==> config.mk <==
export PLATFORM = sky130hd
export DESIGN_NAME = ep2_cmd_dispatch
export DESIGN_NICKNAME = d
export VERILOG_FILES = /design/src/rtl/ep2_cmd_dispatch.sv
export SDC_FILE = /design/constraint.sdc
export NUM_CORES = 1
export LEC_CHECK = 0
export ABC_AREA = 1
export ABC_CLOCK_PERIOD_IN_PS = 1750
export CAP_MARGIN = 20
export CORE_MARGIN = 2
export CORE_UTILIZATION = 45
export DETAILED_ROUTE_END_ITERATION = 10
export GPL_ROUTABILITY_DRIVEN = 0
export HOLD_SLACK_MARGIN = 0.03
export PLACE_DENSITY = 0.86
export SLEW_MARGIN = 20
export SYNTH_ARGS = -nofsm -noshare
export SYNTH_HDL_FRONTEND = slang
export SYNTH_SLANG_ARGS = --single-unit
export TNS_END_PERCENT = 50
==> constraint.sdc <==
create_clock -name clk_100 -period 1.75 [get_ports clk_100]
set_clock_uncertainty 0.15 [all_clocks]
set_input_delay 0.4375 -clock clk_100 [delete_from_list [all_inputs] [get_ports clk_100]]
set_output_delay 0.4375 -clock clk_100 [all_outputs]
set_load 0.02 [all_outputs]
==> src/rtl/ep2_cmd_dispatch.sv <==
// EP2 downstream command dispatcher: parses packet headers and routes
// payload words to one of three command channels.
module ep2_cmd_dispatch #(
  parameter logic [15:0] SYNC_WORD   = 16'hA55A,
  parameter int unsigned TIMEOUT_CYC = 400,
  parameter int unsigned CNT_W       = 16
) (
  input  logic             clk_100,
  input  logic             rst_n,
  input  logic [31:0]      datain,
  input  logic             datain_en,
  output logic [31:0]      data1,
  output logic             data1_en,
  output logic [31:0]      data2,
  output logic             data2_en,
  output logic [31:0]      data3,
  output logic             data3_en,
  output logic             pkt_done,
  output logic [1:0]       pkt_chan,
  output logic [CNT_W-1:0] sync_err_cnt,
  output logic [CNT_W-1:0] drop_cnt,
  output logic             busy
);

  typedef enum logic [1:0] {
    S_IDLE,
    S_PAYLOAD,
    S_DROP
  } state_t;

  localparam logic [15:0] IDLE_LAST = 16'(TIMEOUT_CYC - 1);

  state_t      state_q, state_d;
  logic [7:0]  rem_q, rem_d;
  logic [1:0]  chan_q, chan_d;
  logic [15:0] idle_q, idle_d;
  logic        deliver;
  logic        done;
  logic [1:0]  done_chan;
  logic        sync_inc;
  logic        drop_inc;

  logic        hdr_sync;
  logic [7:0]  hdr_id;
  logic [7:0]  hdr_len;
  logic        id_ok;

  assign hdr_sync = datain[31:16] == SYNC_WORD;
  assign hdr_id   = datain[15:8];
  assign hdr_len  = datain[7:0];
  assign id_ok    = hdr_id == 8'd1 || hdr_id == 8'd2 || hdr_id == 8'd3;
  assign busy     = state_q != S_IDLE;

  always_ff @(posedge clk_100) begin
    if (!rst_n) begin
      state_q <= S_IDLE;
      rem_q   <= '0;
      chan_q  <= '0;
      idle_q  <= '0;
    end else begin
      state_q <= state_d;
      rem_q   <= rem_d;
      chan_q  <= chan_d;
      idle_q  <= idle_d;
    end
  end

  always_comb begin
    state_d   = state_q;
    rem_d     = rem_q;
    chan_d    = chan_q;
    idle_d    = idle_q;
    deliver   = 1'b0;
    done      = 1'b0;
    done_chan = chan_q;
    sync_inc  = 1'b0;
    drop_inc  = 1'b0;
    unique case (state_q)
      S_IDLE: begin
        idle_d = '0;
        if (datain_en) begin
          if (!hdr_sync) begin
            sync_inc = 1'b1;
          end else if (id_ok) begin
            if (hdr_len != 8'd0) begin
              chan_d  = hdr_id[1:0];
              rem_d   = hdr_len;
              state_d = S_PAYLOAD;
            end else begin
              done      = 1'b1;
              done_chan = hdr_id[1:0];
            end
          end else if (hdr_len != 8'd0) begin
            rem_d   = hdr_len;
            state_d = S_DROP;
          end else begin
            drop_inc = 1'b1;
          end
        end
      end
      S_PAYLOAD, S_DROP: begin
        if (datain_en) begin
          // arrival wins over a timeout landing on the same cycle
          idle_d  = '0;
          rem_d   = rem_q - 8'd1;
          deliver = state_q == S_PAYLOAD;
          if (rem_q == 8'd1) begin
            state_d  = S_IDLE;
            done     = state_q == S_PAYLOAD;
            drop_inc = state_q == S_DROP;
          end
        end else if (idle_q == IDLE_LAST) begin
          idle_d   = '0;
          drop_inc = 1'b1;
          state_d  = S_IDLE;
        end else begin
          idle_d = idle_q + 16'd1;
        end
      end
      default: state_d = S_IDLE;
    endcase
  end

  always_ff @(posedge clk_100) begin
    if (!rst_n) begin
      data1        <= '0;
      data2        <= '0;
      data3        <= '0;
      data1_en     <= 1'b0;
      data2_en     <= 1'b0;
      data3_en     <= 1'b0;
      pkt_done     <= 1'b0;
      pkt_chan     <= '0;
      sync_err_cnt <= '0;
      drop_cnt     <= '0;
    end else begin
      data1_en <= deliver && chan_q == 2'd1;
      data2_en <= deliver && chan_q == 2'd2;
      data3_en <= deliver && chan_q == 2'd3;
      if (deliver && chan_q == 2'd1) data1 <= datain;
      if (deliver && chan_q == 2'd2) data2 <= datain;
      if (deliver && chan_q == 2'd3) data3 <= datain;
      pkt_done <= done;
      if (done) pkt_chan <= done_chan;
      if (sync_inc && sync_err_cnt != '1)
        sync_err_cnt <= sync_err_cnt + CNT_W'(1);
      if (drop_inc && drop_cnt != '1)
        drop_cnt <= drop_cnt + CNT_W'(1);
    end
  end

endmodule

; ---- Word level (Yosys, flattened, before mapping)
; Cells that the tools add are included.
[classes]
add_sub_neg = 4
eq_ne = 19
muxes = 41
n_reduce_logical = 15
[op_table]
columns = op, count
row1 = adder 16 x 1 -> 16 bit (second input constant), 3
row2 = two-way mux 16 bit, 2
row3 = two-way mux 8 bit, 4
row4 = != test 16 bit (second input constant), 2
row5 = case mux 16 bit (2 select lines), 1
row6 = two-way mux 2 bit, 13
row7 = two-way mux 1 bit, 17
row8 = equality test 16 bit (second input constant), 1
row9 = equality test 16 x 9 -> 1 bit (second input constant), 1
row10 = equality test 8 x 1 -> 1 bit (second input constant), 2
row11 = equality test 8 x 2 -> 1 bit (second input constant), 2
row12 = case mux 8 bit (2 select lines), 1
row13 = AND reduction 5 bit, 3
row14 = != test 2 bit (second input constant), 4
row15 = nonzero test 8 bit, 1
row16 = subtractor 8 x 1 -> 8 bit (second input constant), 1
row17 = equality test 2 bit (second input constant), 3
row18 = != test 3 bit (second input constant), 2
row19 = logical AND 1 bit, 5
row20 = equality test 2 x 1 -> 1 bit (second input constant), 2
row21 = case mux 1 bit (2 select lines), 2
row22 = case mux 2 bit (2 select lines), 1
row23 = nonzero test 2 bit, 2
row24 = zero test 2 bit, 1
row25 = 2 further kinds, 3
[word_totals]
reg_bits = 162
inputBits = 35
out_inout_bits = 135

; ---- Longest topological paths before layout
[depth]
ltp_word = 8
depth_mapped = 14

; ---- Worst setup path after synthesis
; Ideal clock, no wire load.
[synth_timing]
path_type = register to register
from = reg sync_err_cnt[0]
to = reg sync_err_cnt[11]
setup_time_ns = 0.115
arrival_ns = 1.625
required_time_ns = 1.485
path_slack_ns = -0.140
path_stages_with_launch = 10
n_path_buf = 1
period_less_slack_ns = 1.890
path_cell_list = dfxtp_1 -> ha_1 -> nand2_1 -> nor2_4 -> nand4_2 -> nor2_2 -> nor2_2 -> buf_2 -> a21oi_1 -> nor2_1
[synth_via]
elab_chain_len = 2
[synth_rtl]
columns = item, line_no
row1 = "start, declared", 20  ; output logic [CNT_W-1:0] sync_err_cnt,
row2 = "start signal, assigned", 146  ; sync_err_cnt <= sync_err_cnt + CNT_W'(1);
row3 = "parallel branches: the longest is 2 deep, another holds adder 16 x 1 -> 16 bit", -
; Several ways; the timed one is not identified.
; A chain may end at the register's enable or synchronous reset.

; ---- Worst setup path in the final report
[layout_timing]
from = in datain[26]
to = reg state_q[1]
[layout_via]
elab_chain_len = 3
[layout_rtl]
columns = item, line_no
row1 = "start, declared", 10  ; input logic [31:0] datain,
row2 = equality test 16 bit, 48  ; assign hdr_sync = datain[31:16] == SYNC_WORD;
row3 = != test 2 bit (no source line), -
row4 = AND reduction 5 bit (no source line), -
row5 = "end signal, assigned", 61  ; state_q <= state_d;
row6 = "end, declared", 33  ; state_t state_q, state_d;
; No other way between the ends.

==> flow_metrics.tcl <==
set metrics [dict create \
    grt_pass1_vias 7206 \
    crit_type "primary input to register" \
    power.density_nw_per_um2 933 \
    grt_first_pass_wirelength_um 34400 \
    die_h_um 129 \
    cts-root-buf "clkbuf_16" \
    die_w_um 129 \
    worst_pin_slew_ns 0.398 \
    min_path_type "primary input to register" \
    fmax_mhz 510 \
    cp_data_required_time_ns 1.94 \
    maxSlewHeadroom_pct 73.4 \
    num_vias 8074 \
    failed_checks "setup timing" \
    synth_cell_type_count 39 \
    syn_area_um2 7060 \
    drtIter0Drc 779 \
    clkTransAtPathRegs_ns 0.08 \
    ys_warn_count 0 \
    hold_buffers 0 \
    final_nets 1312 \
    rows 45 \
    grt_max_degree 80 \
    period_needed_ns 1.96 \
    pre_cts_slack_ns -0.701 \
    cap_violations 0 \
    fin_setup_tns_ns -6.17 \
    run_status "finished with violations" \
    ir_drop_uv 760 \
    synth_nets 1009 \
    cp-start-kind "primary input" \
    drive_above_1_share_pct 28.3 \
    portBuffers 169 \
    io_pins 170 \
    dr.pass1.iters 5 \
    grt-ovfl-total 0 \
    clock_path_buffers 2 \
    critPathMaxFanout 4 \
    antenna_found_initial 1 \
    setup_violations 88 \
    clock_latency_ns 0.43 \
    dieArea_um2 16700 \
    core_area_um2 15300 \
    ys_ff_latch 162 \
    avgRoutedWirePerCell_um 16.9 \
    ctsHtreeMaxLevel 4 \
    drc_errors 0 \
    ant_nets 0 \
    tritoncts "yes" \
    initial_core_util_pct 46.3 \
    cts.sinks 162 \
    end_kind "register" \
    rsz0062_at_grt "true" \
    setup_slack_ns -0.213 \
    dp_hpwl_um 14600 \
    finalCritPeriodShare_pct 112 \
    postSynthAreaPerCell_um2 7.32 \
    syn_to_final_growth_pct 58.4 \
    crit_arrival_ns 2.15 \
    via_per_inst 5.41 \
    seq_area_frac_synth_pct 45.9 \
    gr-usage-all-layers_pct 25.6 \
    numCtsBuffers 17 \
    hold_viol_final 0 \
    wl_um 25200 \
    leakagePower_uw 0.00528 \
    slew_violations 0 \
    final_core_util_pct 73.3 \
    syn_inst 965 \
]
[worst max-delay path: stages]
cell and delay (ns):
dlygate4sd2_1 0.28, buf_6 0.15, nand2_1 0.11, nor3_4 0.22, nand2_1 0.11, nor2_2 0.15, nand3_1 0.10, nand2_1 0.09
nand3_2 0.11, nand2_1 0.11, nand2_1 0.07, nor2_1 0.20
[stage by stage]
step | total power (uW) | instance area, um^2 | std cells | hold WS [ns]
after floorplan | 5240 | 7070 | 965 | 0.315
after global placement | 6030 | 9730 | 1421 | 0.329
after detailed placement | 6070 | 9730 | 1421 | 0.344
after CTS | 10100 | 10500 | 1466 | 0.174
after global routing | 10900 | 11200 | 1493 | 0.213
final | 10400 | 11200 | 1493 | 0.206
[worst paths after layout]
check	slack (ns)	to	start	cells past startpoint
min	0.21	idle_q[11]$_SDFFE_PN0P_	rst_n	3
max	-0.21	state_q[1]$_SDFFE_PN0P_	datain[26]	12
min reg2reg	0.35	sync_err_cnt[4]$_SDFFE_PN0P_	sync_err_cnt[4]$_SDFFE_PN0P_	2
max reg2reg	-0.20	data2[8]$_SDFFE_PN0P_	state_q[1]$_SDFFE_PN0P_	9
[Yosys cell counts (all sizes together)]
master / instances / area, um^2
xnor2: 5 / 43.8
o211ai: 1 / 7.51
o21ai: 119 / 596
and3: 1 / 6.26
nor4: 1 / 6.26
xor2: 10 / 87.6
clkinv: 1 / 3.75
ha: 9 / 113
and2: 1 / 6.26
a22oi: 2 / 15.0
nor2: 185 / 727
a211oi: 3 / 22.5
a21oi: 98 / 490
inv: 96 / 360
nor3: 19 / 134
a221oi: 1 / 8.76
nand3b: 1 / 7.51
nor3b: 3 / 27.5
nand4: 15 / 100
dfxtp: 162 / 3240
nand2: 134 / 520
nand3: 51 / 290
buf: 16 / 119
clkbuf: 31 / 125
[where the power goes]
group	internal (uW)	switching, uW	total, uW
registers	3830	113	3940
logic	1130	1550	2690
clock network	2040	1770	3810
[registers in the layout, indices dropped and copies added (netlist names), 2 cells and up]
signal / flops
idle_q: 16
data2: 32
sync_err_cnt: 16
data1: 32
chan_q: 2
rem_q: 8
data3: 32
state_q: 2
drop_cnt: 16
pkt_chan: 2
[repair_timing]
item | in CTS | in global routing
buffers inserted | 9 | 18
cloned | 4 | 9
gates resized for setup | 256 | 184
pin swaps | 21 | 38
endpoints found under the hold margin | 0 | 0
setup endpoints to repair | 263 | 204
[final cells by class]
| type | instances | area (um^2) |
|---|---|---|
| well taps | 211 | 264 |
| repair buffers | 326 | 2970 |
| repair inverters | 1 | 7.51 |
| fillers | 1037 | 4080 |
| clock inverters | 15 | 164 |
| diodes | 1 | 2.50 |
| multi-input cells | 663 | 3700 |
| flip-flops and latches | 162 | 3270 |
| inverters | 97 | 385 |
| clock buffers | 17 | 425 |
[placed cells by master, fill, tap and decap left out, types with 11 or more instances in the layout]
cell,n
dfxtp_1,149
nor2_1,139
buf_4,123
nand2_1,113
o21ai_0,104
dlygate4sd2_1,102
a21oi_1,96
inv_1,79
nand3_1,33
nor2_2,31
clkbuf_16,22
clkdlybuf4s15_1,20
nand2_2,18
buf_6,18
nor2_4,17
buf_2,16
o21ai_1,14
nand4_1,14
nand3_2,12
inv_2,11
[kinds of logic (layout without fill, tap and decap cells)]
family                     after synthesis  in the layout  share of synthesized area (%)
adders and majority gates                9              9                           1.59
other                                    0              1                              0
DFF                                    162            162                           45.9
and+or+nand+nor                        411            415                           25.9
buffers and inverters                  144            456                           8.61
xor gates and xnor gates                15             15                           1.86
AOI/OAI and AO/OA                      224            224                           16.1
[layer usage]
metal	track usage [%]	up-vias	routed length, um
met2	43.3	449	12400
met4	10.1	0	942
met5	0	-	0
met1	30.5	3770	9860
li1	-	3764	-
met3	7.93	91	2000
Note: power is estimated with default switching activity, not from simulation.
